--- src/rtl/note_sequencer.sv ---
// Song ROM player feeding the square-wave generator: one 16-bit entry per note, tempo-timed with a silent gap.
// Define NOTE_SEQ_LOOP_EN to add the loop input that restarts the song at address 0 after the last entry.
module note_sequencer #(
  parameter int ADDR_W      = 8,
  parameter int TICK_CYCLES = 6250000,
  parameter int GAP_CYCLES  = 500000
) (
  input  logic              CLOCK_50,
  input  logic              reset,
  input  logic              start,
  input  logic              stop,
`ifdef NOTE_SEQ_LOOP_EN
  input  logic              loop,
`endif
  output logic [ADDR_W-1:0] rom_addr,
  input  logic [15:0]       rom_data,
  output logic [18:0]       note_period,
  output logic [1:0]        wave_select,
  output logic              note_enable,
  output logic              busy,
  output logic              done
);

  localparam int CYC_W = $clog2(64 * TICK_CYCLES + 1);
  localparam logic [CYC_W-1:0] TICK = CYC_W'(TICK_CYCLES);
  localparam logic [CYC_W-1:0] GAP  = CYC_W'(GAP_CYCLES);

  localparam logic [2:0] IDLE = 3'd0;
  localparam logic [2:0] WAIT = 3'd1;
  localparam logic [2:0] LOAD = 3'd2;
  localparam logic [2:0] PLAY = 3'd3;
  localparam logic [2:0] DONE = 3'd4;

  logic [2:0]       state;
  logic [CYC_W-1:0] cyc_left;
  logic             last_flag;

  // Half period for codes 1..84: C2-octave base value shifted down by the octave index.
  function automatic logic [18:0] pitch_period(input logic [6:0] code);
    logic [6:0]  rem;
    logic [2:0]  oct;
    logic [18:0] base;
    rem = code - 7'd1;
    oct = 3'd0;
    for (int i = 0; i < 6; i++) begin
      if (rem >= 7'd12) begin
        rem = rem - 7'd12;
        oct = oct + 3'd1;
      end
    end
    case (rem)
      7'd0:    base = 19'd382226;
      7'd1:    base = 19'd360773;
      7'd2:    base = 19'd340524;
      7'd3:    base = 19'd321412;
      7'd4:    base = 19'd303373;
      7'd5:    base = 19'd286346;
      7'd6:    base = 19'd270274;
      7'd7:    base = 19'd255105;
      7'd8:    base = 19'd240787;
      7'd9:    base = 19'd227273;
      7'd10:   base = 19'd214517;
      default: base = 19'd202478;
    endcase
    return base >> oct;
  endfunction

  logic [6:0]       code;
  logic             is_rest;
  logic [6:0]       dur_ticks;
  logic [CYC_W-1:0] cyc_load;

  always_comb begin
    code      = rom_data[6:0];
    is_rest   = (code == 7'd0) || (code > 7'd84);
    dur_ticks = (rom_data[12:7] == 6'd0) ? 7'd64 : {1'b0, rom_data[12:7]};
    cyc_load  = CYC_W'(dur_ticks) * TICK - CYC_W'(1);
  end

  assign busy = (state != IDLE);
  assign done = (state == DONE);

  always_ff @(posedge CLOCK_50 or posedge reset) begin
    if (reset) begin
      state       <= IDLE;
      rom_addr    <= '0;
      note_period <= '0;
      wave_select <= '0;
      note_enable <= 1'b0;
      cyc_left    <= '0;
      last_flag   <= 1'b0;
    end else if (stop) begin
      state       <= IDLE;
      note_enable <= 1'b0;
    end else begin
      case (state)
        IDLE: begin
          if (start) begin
            rom_addr <= '0;
            state    <= WAIT;
          end
        end
        WAIT: state <= LOAD;
        LOAD: begin
          note_period <= is_rest ? 19'd0 : pitch_period(code);
          wave_select <= rom_data[14:13];
          note_enable <= !is_rest;
          cyc_left    <= cyc_load;
          last_flag   <= rom_data[15];
          state       <= PLAY;
        end
        PLAY: begin
          cyc_left <= cyc_left - CYC_W'(1);
          // The articulation gap is the final GAP_CYCLES cycles of the note.
          if (cyc_left == GAP) note_enable <= 1'b0;
          if (cyc_left == '0) begin
            note_enable <= 1'b0;
            if (last_flag || (rom_addr == '1)) begin
`ifdef NOTE_SEQ_LOOP_EN
              if (loop) begin
                rom_addr <= '0;
                state    <= WAIT;
              end else begin
                state <= DONE;
              end
`else
              state <= DONE;
`endif
            end else begin
              rom_addr <= rom_addr + 1'b1;
              state    <= WAIT;
            end
          end
        end
        DONE: begin
          note_enable <= 1'b0;
          state       <= IDLE;
        end
        default: state <= IDLE;
      endcase
    end
  end

endmodule

--- config.mk ---
export PLATFORM = sky130hd
export DESIGN_NAME = note_sequencer
export DESIGN_NICKNAME = d
export VERILOG_FILES = /design/src/rtl/note_sequencer.sv
export SDC_FILE = /design/constraint.sdc
export NUM_CORES = 1
export LEC_CHECK = 0
export CAP_MARGIN = 20
export CORE_MARGIN = 2
export CORE_UTILIZATION = 40
export CTS_CLUSTER_DIAMETER = 30
export DETAILED_ROUTE_END_ITERATION = 8
export GPL_TIMING_DRIVEN = 0
export SYNTH_ARGS = -nofsm -noshare
export SYNTH_HDL_FRONTEND = slang
export SYNTH_SLANG_ARGS = --single-unit
export TNS_END_PERCENT = 5
--- constraint.sdc ---
create_clock -name CLOCK_50 -period 7.4 [get_ports CLOCK_50]
set_input_delay 2.22 -clock CLOCK_50 [delete_from_list [all_inputs] [get_ports CLOCK_50]]
set_output_delay 2.22 -clock CLOCK_50 [all_outputs]
set_load 0.03 [all_outputs]
==> reports/summary.txt <==
CP required: 7.61 ns
PortBufs: 51
Clk_lat worst skew: 0.34 ns
H-tree levels: 3
Drt initial violations: 813
Pre-antenna DRT Iters: 5
Area Overhead vs Synth: 30.9%
Crit share post-route: 142%
Endpoints failing hold: 0
Setup CP Type: in -> reg
RSZ-0062 raised after global routing: yes
Fmax: 0.0953 GHz
Post-synthesis cell count: 1116
Post-synth EDFFs: 0
Rows: 54
Post-synth ARST share: 100%
Yosys cell types: 105
Final antenna-violating net count: 0
Core ar.: 21600 um^2
Grt total ovfl: 0
Worst-path clk slew: 0.05 ns
Via/cell ratio: 5.84
Share of layout cells above drive strength 1: 21.3%
Warnings, synthesis: 0
Die Height: 152 um
Register-to-register setup slack: 3.23 ns
Die area: 23100 um^2
Violated checks: negative setup slack
Mapped cell area: 8740 um^2
Drt drc: 0
CTS Sinks: 63
Post-Route WL: 27100 um
CTS tree: built
Hold Crit Class: reg -> reg
Worst Clk Skew: 0.00762 ns
RR Startpoint: cyc_left[2]
Global-route wire length before repair: 44600 um
Ys flop type: dfrtp_1
Pins Over Slew Limit: 0
Final GP Congestion: 0.915
Worst path most repeated cell: ha_4
Max FO, Critical Path: 9
Global-route usage over all layers: 22.9%
Status: finished, violations left
Via count: 9021
Starting Density: 40.4%
Tmin final: 10.50 ns
Nets: 1374
Setup TNS: -56.21 ns
Root buffer cell: clkbuf_16
HP Start: wave_select[1]
Relative slew slack: 44.7%
Placed Cells: 1448
Max incr delay on CP: 0.48 ns
Final Setup Violations: 21
Pin count of the biggest net entering global routing: 34
Slowest cell on the critical path: or3_4
Die width: 152 um
Clock buffers created by TritonCTS: 9
Vias in the first global route: 8758
Setup ws final: -3.10 ns
Max Cap Viol: 0
Crit path arrival time: 10.71 ns
ANT cells: 0
Num ports: 52
Post-Syn Nets: 1231
Initial antenna violation count: 0
Post-CTS Hold Buffers: 0
Detailed placement HPWL: 19600 um
Worst Setup SP: rom_data[0]
Clock Path Buffers: 2
Slew at the pin closest to its max-slew limit: 0.821 ns
Syn avg cell area: 7.83 um^2
Seq cells post-synth: 63
Critical Path Sink Type: flip-flop
Final Non-Filler Cells: 1544
DR WL/cell: 17.6 um
Sequential area share after synthesis: 18.0%
Startpoint types: primary input
cell usage in the layout, fill, tap and decap left out, types with 14 or more instances in the layout:
master	Yosys	layout
ha_1	71	61
nor4_1	17	16
dfrtp_1	63	63
a21o_1	16	16
xnor2_1	42	38
clkdlybuf4s50_1	0	41
a211oi_1	16	14
clkbuf_1	31	27
buf_4	1	83
nor2_1	89	82
nand2_1	99	92
fa_1	24	24
nor3_1	29	22
o21ai_0	76	74
nand3_1	38	35
inv_1	77	67
a21oi_1	86	73
xor2_1	15	14
registers in the layout, indices dropped and copies added (netlist names):
| signal | count |
|---|---|
| state | 3 |
| wave_select | 2 |
| note_period | 19 |
| note_enable | 1 |
| rom_addr | 8 |
| last_flag | 1 |
| cyc_left | 29 |
synth_stat cells (12+ instances only):
library cell | count | area, um^2
a211oi_1 | 16 | 120
a21o_1 | 16 | 120
a21oi_1 | 86 | 430
a31oi_1 | 14 | 87.6
and2_1 | 14 | 87.6
buf_2 | 12 | 60.1
clkbuf_1 | 31 | 116
dfrtp_1 | 63 | 1580
fa_1 | 24 | 480
ha_1 | 71 | 888
inv_1 | 77 | 289
nand2_1 | 99 | 372
nand3_1 | 38 | 190
nor2_1 | 89 | 334
nor3_1 | 29 | 145
nor4_1 | 17 | 106
o211ai_1 | 13 | 97.6
o21ai_0 | 76 | 380
o21ai_1 | 13 | 65.1
xnor2_1 | 42 | 368
xor2_1 | 15 | 131
through the flow:
step | util, % | setup slack [ns] | hold WS (ns) | area (um^2)
2_1_floorplan | - | -3.98 | 0.446 | 9000
3_3_place_gp | 45.6 | -6.32 | 0.459 | 9860
3_5_place_dp | 45.7 | -6.26 | 0.463 | 9880
4_1_cts | 51.4 | -3.16 | 0.476 | 11100
5_1_grt | 52.9 | -3.42 | 0.494 | 11400
6_report | 52.9 | -3.10 | 0.471 | 11400
what timing repair did:
| action | 4_1_cts | 5_1_grt |
|---|---|---|
| resized for setup | 116 | 44 |
| pin swaps | 40 | 37 |
| buffers inserted | 64 | 19 |
| endpoints found under the setup margin | 28 | 27 |
layer usage:
layer / wire length [um] / global-route usage, % / up-vias
met5: 0 / 0 / -
met4: 463 / 6.45 / 0
met3: 1430 / 2.99 / 40
met2: 12300 / 36.9 / 282
met1: 12900 / 32.4 / 4280
li1: - / - / 4419
logic make-up (layout without fill, tap and decap cells):
| kind of cell | after synthesis | count (layout) | share of synthesized area [%] |
|---|---|---|---|
| other | 1 | 1 | 0.0429 |
| multiplexers | 16 | 16 | 2.20 |
| flip-flops | 63 | 63 | 18.0 |
| buffers and inverters | 131 | 279 | 6.17 |
| XOR/XNOR | 61 | 61 | 6.65 |
| adder cells (fa/ha/maj) | 96 | 96 | 15.8 |
| AO/OA/AOI/OAI | 377 | 377 | 29.8 |
| AND/OR/NAND/NOR | 371 | 371 | 21.4 |
final timing paths:
kind                                   to  cells past startpoint
setup / recovery           note_period[3]                     49
hold / removal             wave_select[1]                      2
setup reg to reg             cyc_left[27]                     12
hold reg to reg            wave_select[1]                      2
max in group asynchronous    cyc_left[23]                      3
min in group asynchronous  note_period[0]                      2
layout make-up:
type,instances,area (um^2)
sequential,63,1580
clock buffer,11,253
buffer,45,278
clock inverter,5,104
multi-input combinational,922,7320
fill,2046,10200
tap,280,350
inverter,83,362
timing repair buffer,135,1200
worst max-delay path, delay by kind of cell:
family / cells / cell delay (ns)
fa+ha+maj: 6 / 0.99
mux: 1 / 0.32
xor+xnor: 2 / 0.38
compound gates: 11 / 2.53
simple gates: 15 / 2.74
buf+inv: 14 / 1.50
Power is left out: the tool's default activity adds up to more than one toggle a clock period on the data nets, which glitch-free logic cannot reach.
